===== src/rtl/fir_seq_counter.sv =====
// Terminal-count sequencer stepping FIR tap iterations per output sample.
// Optional tc_early look-ahead output: define FIR_SEQ_CNT_EARLY_EN.
module fir_seq_counter #(
    parameter int WIDTH        = 8,
    parameter bit WRAP_DEFAULT = 1'b0
) (
    input  logic             clk,
    input  logic             reset,
    input  logic             start,
    input  logic             en,
    input  logic             abort,
    input  logic             mode_wrap,
    input  logic [WIDTH-1:0] num,
    output logic [WIDTH-1:0] count,
    output logic             busy,
    output logic             flags,
    output logic             tc
`ifdef FIR_SEQ_CNT_EARLY_EN
    ,
    output logic             tc_early
`endif
);

    if (WIDTH < 2 || WIDTH > 32 || WRAP_DEFAULT > 1'b1) begin : g_param_check
        $error("fir_seq_counter: illegal parameter value");
    end

    typedef enum logic [1:0] {
        IDLE,
        RUN,
        DONE
    } state_t;

    state_t           state;
    state_t           state_n;
    logic [WIDTH-1:0] num_q;
    logic [WIDTH-1:0] num_n;
    logic             wrap_q;
    logic             wrap_n;
    logic [WIDTH-1:0] count_n;
    logic             flags_n;
    logic             tc_n;
    logic             busy_n;

    always_comb begin
        state_n = state;
        num_n   = num_q;
        wrap_n  = wrap_q;
        count_n = count;
        flags_n = flags;
        tc_n    = 1'b0;
        if (abort) begin
            state_n = IDLE;
            count_n = '0;
            flags_n = 1'b0;
        end else if (start) begin
            state_n = RUN;
            num_n   = num;
            wrap_n  = mode_wrap;
            count_n = '0;
            flags_n = 1'b0;
        end else if (state == RUN && en) begin
            // Compare before incrementing so all-ones never overflows.
            if (count == num_q) begin
                tc_n    = 1'b1;
                flags_n = 1'b1;
                if (wrap_q) begin
                    count_n = '0;
                end else begin
                    state_n = DONE;
                end
            end else begin
                count_n = count + WIDTH'(1);
            end
        end
        busy_n = (state_n == RUN);
    end

    always_ff @(posedge clk) begin
        if (reset) begin
            state  <= IDLE;
            num_q  <= '0;
            wrap_q <= 1'b0;
            count  <= '0;
            busy   <= 1'b0;
            flags  <= 1'b0;
            tc     <= 1'b0;
        end else begin
            state  <= state_n;
            num_q  <= num_n;
            wrap_q <= wrap_n;
            count  <= count_n;
            busy   <= busy_n;
            flags  <= flags_n;
            tc     <= tc_n;
        end
    end

`ifdef FIR_SEQ_CNT_EARLY_EN
    // Built from next-state values so it lines up with the registered count.
    always_ff @(posedge clk) begin
        if (reset) begin
            tc_early <= 1'b0;
        end else begin
            tc_early <= (state_n == RUN) && (count_n == num_n);
        end
    end
`endif

endmodule


===== config.mk =====
export PLATFORM = sky130hd
export DESIGN_NAME = fir_seq_counter
export DESIGN_NICKNAME = d
export VERILOG_FILES = /design/src/rtl/fir_seq_counter.sv
export SDC_FILE = /design/constraint.sdc
export NUM_CORES = 1
export LEC_CHECK = 0
export CAP_MARGIN = 20
export CORE_AREA = 3 3 57 59
export DETAILED_ROUTE_END_ITERATION = 12
export DIE_AREA = 0 0 60 62
export GPL_TIMING_DRIVEN = 1
export PLACE_DENSITY = 0.72
export SYNTH_ARGS = -nofsm -noshare
export SYNTH_HDL_FRONTEND = slang
export SYNTH_SLANG_ARGS = --single-unit

===== constraint.sdc =====
create_clock -name clk -period 1.4 [get_ports clk]
set_input_delay 0.28 -clock clk [delete_from_list [all_inputs] [get_ports clk]]
set_output_delay 0.28 -clock clk [all_outputs]
set_load 0.005 [all_outputs]

==> flow_metrics.env <==
export IMPL_cts_sinks=22
export IMPL_grt_pass1_vias=1294
export IMPL_initial_utilization=0.450
export IMPL_synth_ff_type="dfxtp_1"
export IMPL_synth_cell_types=36
export IMPL_post_drt_wl_per_cell_um=15.6
export IMPL_fp_coreArea_um2=2760
export IMPL_synthTopCellsByArea="dfxtp_1, nand2_1, xnor2_4"
export IMPL_async_flop_share=0
export IMPL_fin_crit_ns=1.54
export IMPL_cts_max_path_buffers=2
export IMPL_crit_path_start="count[0]$_SDFFE_PP0P_"
export IMPL_crit_path_start_kind="flip-flop"
export IMPL_skew_ns=0.0190
export IMPL_ioPinCount=25
export IMPL_num_vias=1333
export IMPL_dieArea_um2=3720
export IMPL_grt_start_max_net_pins=14
export IMPL_yosysSeqAreaShare=0.355
export IMPL_synthSimpleGateAreaFrac=0.324
export IMPL_finalSetupViolations=9
export IMPL_worst_pin_slew_ns=0.322
export IMPL_synth_top_family_by_area="simple AND/OR/NAND/NOR gates"
export IMPL_syn_to_final_growth_pct=58.2
export IMPL_hold_buffers=0
export IMPL_synth_top_area_frac=0.355
export IMPL_die_x_um=60
export IMPL_ir_drop_mv=0.556
export IMPL_path_max_fanout=12
export IMPL_drc=0
export IMPL_synthAdderAreaFrac=0.0101
export IMPL_nets=218
export IMPL_synth_area_mux_share=0
export IMPL_ys_warn_count=0
export IMPL_n_antenna_cell=0
export IMPL_place_inst=214
export IMPL_outcome="complete, but fails checks"
export IMPL_hold_viol=0
export IMPL_firstDrtPassIters=4
export IMPL_synth_xor_area_frac=0.0989
export IMPL_synth_edff_count=0
export IMPL_htreeDepth=1
export IMPL_synth_nets=159
export IMPL_overflow=0
export IMPL_die_y_um=62
export IMPL_hp_class="in -> reg"
export IMPL_tns_ns=-0.808
export IMPL_grt_usage=0.212
export IMPL_clkTransAtPathRegs_ns=0.13
export IMPL_drtIter0Drc=107
export IMPL_fmax_ghz=0.647
export IMPL_wirelength_mm=3.63
export IMPL_hpwl_mm=2.30
export IMPL_antenna_found_initial=0
export IMPL_drtAntennaViolNets=0
export IMPL_cts_buffers=3
export IMPL_final_cells=232
export IMPL_maxCapViolations=0
export IMPL_regToRegStartpoint="count[0]$_SDFFE_PP0P_"
export IMPL_critPathCaptureType="flip-flop"
export IMPL_ys_seq_elements=22
export IMPL_synth_largest_area_cell="dfxtp_1"
export IMPL_synth_compound_area_frac=0.151
export IMPL_rows=19
export IMPL_routed_via_density=5.75
export IMPL_cp_arrival_ns=1.80
export IMPL_postSynthAreaPerCell_um2=8.61
export IMPL_violations="setup timing"
export IMPL_drive_gt1_frac=0.378
export IMPL_cellPowerDensity_nw_per_um2=658
export IMPL_insertion_delay_ns=0.34
export IMPL_cts_tree="done"
export IMPL_hold_path_startpoint="mode_wrap"
export IMPL_slew_viol_final=0
export IMPL_max_slew_margin=0.783
export IMPL_crit_type="reg -> reg"
export IMPL_rsz0062_at_grt="yes"
export IMPL_p_leak_nw=0.735
export IMPL_gp_congestion=0.772
export IMPL_period_share=1.10
export IMPL_cts_root_buf="clkbuf_4"
export IMPL_crit_required_ns=1.65
export IMPL_syn_cell_area_um2=1240
export IMPL_synthCells=144
export IMPL_grt_pass1_wl_mm=5.78
export IMPL_portBuffers=24
export IMPL_setup_slack_ns=-0.145
[cells in the final DEF, fill, tap and decap left out, types with 2 or more instances in the layout]
cell type         n
buf_6            13
nor4_1            2
o211ai_1          3
and2_1            2
clkdlybuf4s15_1   2
dlygate4sd2_1     8
xnor2_1           3
or4b_4            2
a21oi_1           9
buf_4            28
nand3_1           4
or4_1             2
or4b_1            3
a31oi_1           5
dfxtp_2           6
clkbuf_4          3
o21a_1            4
nand4_4           2
clkdlybuf4s50_1  13
o22ai_1           3
dfxtp_4           7
nand2_1          28
o221ai_2          2
nor2b_1           3
nor2_1            3
nand4_1           2
nor3b_1           3
nand3b_1          3
nor3_4            3
xnor2_4           4
nor3_1            3
dfxtp_1           9
[Yosys cell counts, drive strengths merged (2+ instances only)]
cell type	instances
o22ai	3
nand3b	3
dfxtp	22
or4	2
nor2	4
nor3b	3
o221ai	3
a31oi	5
nor2b	3
and2	2
xnor2	8
nand2	28
o21a	4
o211ai	3
buf	6
nand3	4
a21oi	9
nor4	3
nand4	3
or4b	5
clkbuf	6
nor3	7
[cell type report]
| type | count | area [um2] |
|---|---|---|
| multi-input combinational | 110 | 841 |
| fill | 210 | 796 |
| timing repair buffer | 65 | 582 |
| sequential | 22 | 474 |
| tap | 31 | 38.8 |
| clock buffer | 3 | 22.5 |
| inverter | 1 | 3.75 |
[registers in the layout (all words and copies together) (netlist names)]
signal / flops
count: 8
num_q: 8
state: 2
flags: 1
busy: 1
wrap_q: 1
tc: 1
[through the flow]
step	instance area (um2)	util	hold WS, ns	setup slack (ns)	total power, mW
3_3_place_gp	1670	0.604	0.451	-0.313	0.891
4_1_cts	1890	0.684	0.480	-0.138	1.25
2_1_floorplan	1260	-	0.416	-0.0349	0.772
6_report	1960	0.711	0.474	-0.145	1.29
3_5_place_dp	1670	0.604	0.460	-0.365	0.898
5_1_grt	1960	0.711	0.484	-0.201	1.34
[final timing paths]
kind / to / slack (ns) / depth (start not counted)
worst min register to register: flags$_SDFFE_PP0P_ / 0.48 / 1
worst max-delay path: count[6]$_SDFFE_PP0P_ / -0.14 / 5
worst min-delay path: wrap_q$_SDFFE_PP0P_ / 0.47 / 3
worst max register to register: count[6]$_SDFFE_PP0P_ / -0.14 / 5
[power breakdown]
| part | internal (mW) | switching [mW] |
|---|---|---|
| Combinational | 0.189 | 0.147 |
| Clock | 0.101 | 0.209 |
| Sequential | 0.630 | 0.0146 |
| Total | 0.921 | 0.371 |
[what timing repair did]
action                                  4_1_cts  5_1_grt
buffers inserted                             12        2
pin swaps                                     7        8
resized for setup                            42       16
endpoints found under the setup margin       23       18
gates cloned                                  1        0
[per-layer routing]
layer	track usage	share of wire
met2	0.355	0.48
met3	0.0517	0.080
met1	0.245	0.39
met4	0.130	0.045
met5	0	0
[logic make-up after synthesis]
logic type      after synthesis
fa+ha+maj                     1
flops                        22
xor+xnor                      8
compound gates               29
simple gates                 71
buf+inv                      13
[worst max-delay path, cell delays in order (launching register included)]
cell,delay [ns]
dfxtp_2,0.37
xnor2_1,0.15
nand4_1,0.13
buf_6,0.17
or4b_1,0.48
a31oi_1,0.17
Power figures use the tool's default switching activity.
==> edit: new RTL, config.mk and constraints unchanged <==
Put one more register stage on the output `tc`, with the module's reset. The value now appears one clock later. The other outputs are not delayed to match.
--- a/src/rtl/fir_seq_counter.sv
+++ b/src/rtl/fir_seq_counter.sv
@@ -20,6 +20,8 @@
     output logic             tc_early
 `endif
 );
+
+    logic tc_s0;
 
     if (WIDTH < 2 || WIDTH > 32 || WRAP_DEFAULT > 1'b1) begin : g_param_check
         $error("fir_seq_counter: illegal parameter value");
@@ -84,7 +86,7 @@
             count  <= '0;
             busy   <= 1'b0;
             flags  <= 1'b0;
-            tc     <= 1'b0;
+            tc_s0  <= 1'b0;
         end else begin
             state  <= state_n;
             num_q  <= num_n;
@@ -92,7 +94,7 @@
             count  <= count_n;
             busy   <= busy_n;
             flags  <= flags_n;
-            tc     <= tc_n;
+            tc_s0  <= tc_n;
         end
     end
 
@@ -107,5 +109,13 @@
     end
 `endif
 
+    always_ff @(posedge clk) begin
+        if (reset) begin
+            tc <= '0;
+        end else begin
+            tc <= tc_s0;
+        end
+    end
+
 endmodule
 
Formal check against the unedited RTL: not equivalent (Yosys sat finds a counterexample within 4 cycles, from zero or initial values and one cycle with reset high).
==> edit against the original RTL <==
The run still ends with setup timing left. Critical path type unchanged. First-iteration DRC count fell by 74%. Highest routed layer unchanged. Synthesized area fell by 8.3%. Die area unchanged. Sequential cell count grew 1. Global-route usage fell by 3.4 points. Count of clock-buffer cells in the layout stayed put. Largest power group unchanged. Final area decreased by 6.0%. Routed wire length down 12%. Power down 1.3%. Utilization down 4.3 points. Worst setup slack improved by 26 ps.
==> edit: results (changes against the original RTL) <==
stage,metric,value,unit,change
status,status,"complete, but fails checks",,
status,violations in the final reports,setup timing,,
place,pre-CTS setup slack,-319,ps,+45.8 ps
synthesis,"top cells by count, synth","nand2_1, dfxtp_1, a21oi_1",,
layout,layout cell share with drive strength beyond 1,35.3,%,-2.5 points
drt,DR WL/cell,14.9,µm,-4.7%
sta,post-route setup slack,-119,ps,+25.9 ps
layout,Final nets,200,,-8.3%
layout,area grow syn2layout,62.2,%,
place,gp weighted congestion,0.802,,+3.9%
place,placed cell area,1550,µm²,-7.2%
place,DP Wirelength,2.17,mm,-6.1%
worst_setup_path,WP data arrival,1770,ps,-30 ps
global_routing,vias in the first global route,1145,,-12%
synthesis,post-synthesis compound-gate area fraction,17.6,%,+2.5 points
worst_hold_path,HP Class,flop to flop,,
sta,final setup fails,9,,unchanged
worst_setup_path,CP max stage cell,dfxtp_1,,
synthesis,top post-synthesis cells by area,"dfxtp_1, nand2_1, xnor2_1",,
synthesis,mux contribution to synthesized area,1.76,%,+1.8 points
worst_setup_path,CP Max Fanout,6,,-6
synthesis,post-synthesis sequential area ratio,40.5,%,+5.0 points
worst_hold_path,hold path depth,1,,-2
worst_setup_path,Worst Reg-to-Reg Cells,4,,-1
drt,Vias,1178,,-12%
sta,Slew @ Worst Pin,447,ps,+125 ps
drt,DRT Pass-1 Iters,5,,+1
global_routing,global-route wire length before repair,4.89,mm,-15%
synthesis,Synth Area in Adders,1.10,%,+0.091 points
synthesis,xor and xnor area share after synthesis,6.82,%,-3.1 points
power,Max rail drop VDD,0.530,mV,-4.5%
sta,worst hold margin,469,ps,-4.84 ps
clock_tree,Skew-Pair Late Insertion Delay,320,ps,-20 ps
global_routing,Total GRT Usage,17.9,%,-3.4 points
synthesis,Yosys cell types,29,,-19%
drt,DRT iter0 DRCs,28,,-74%
synthesis,Syn Nets,151,,-5.0%
clock_tree,Worst-path clk slew,130,ps,about the same
sta,clock skew,11.2,ps,-7.74 ps
## edit: cell types whose count changed after synthesis, sizes merged, moves of 3 or more
cell    delta
o22ai      +6
o31ai      +6
a31oi      -5
or4b       -5
buf        -3
o211ai     -3
o221ai     -3
## edit: worst paths after layout
path | start | to | slack, ps
max | num_q[4]$_SDFFE_PP0P_ | count[2]$_SDFFE_PP0P_ | -120
min | flags$_SDFFE_PP0P_ | flags$_SDFFE_PP0P_ | 470
max reg2reg | num_q[4]$_SDFFE_PP0P_ | count[2]$_SDFFE_PP0P_ | -120
min reg2reg | flags$_SDFFE_PP0P_ | flags$_SDFFE_PP0P_ | 470
## edit: what timing repair did
action / 4_1_cts / 5_1_grt
setup buffers: 5 / 1
pin swaps: 7 / 14
cloned: 0 / 0
setup endpoints to repair: 19 / 16
resized for setup: 44 / 17
hold buffers: 0 / 0
## edit: final cells by class
cell class	count	area share, %
clock inverters	1	0.271
flip-flops and latches	23	26.0
multi-input cells	105	45.1
repair buffers	52	25.3
clock buffers	3	1.22
well taps	31	2.10
## edit: per-stage QoR
step,setup TNS [ps],std cells,power (W)
after detailed placement,-3240,205,0.000894
after global routing,-1190,215,0.00134
after global placement,-2390,205,0.000888
after floorplan,0,136,0.000793
after CTS,-176,214,0.00126
final,-655,215,0.00128
## edit: routing by layer
metal  global-route usage [%]  wire length [µm]  vias to the layer above
li1                         -                 -                      582
met1                     19.5              1280                      543
met2                     33.2              1610                       40
met3                     2.89               181                       13
met4                     9.18               122                        0
met5                        0                 0                        -
## edit: power by group
part,internal [W],switching (W),total (W)
registers,0.000666,0.0000205,0.000687
clock network,0.000107,0.000205,0.000312
logic,0.000141,0.000135,0.000277
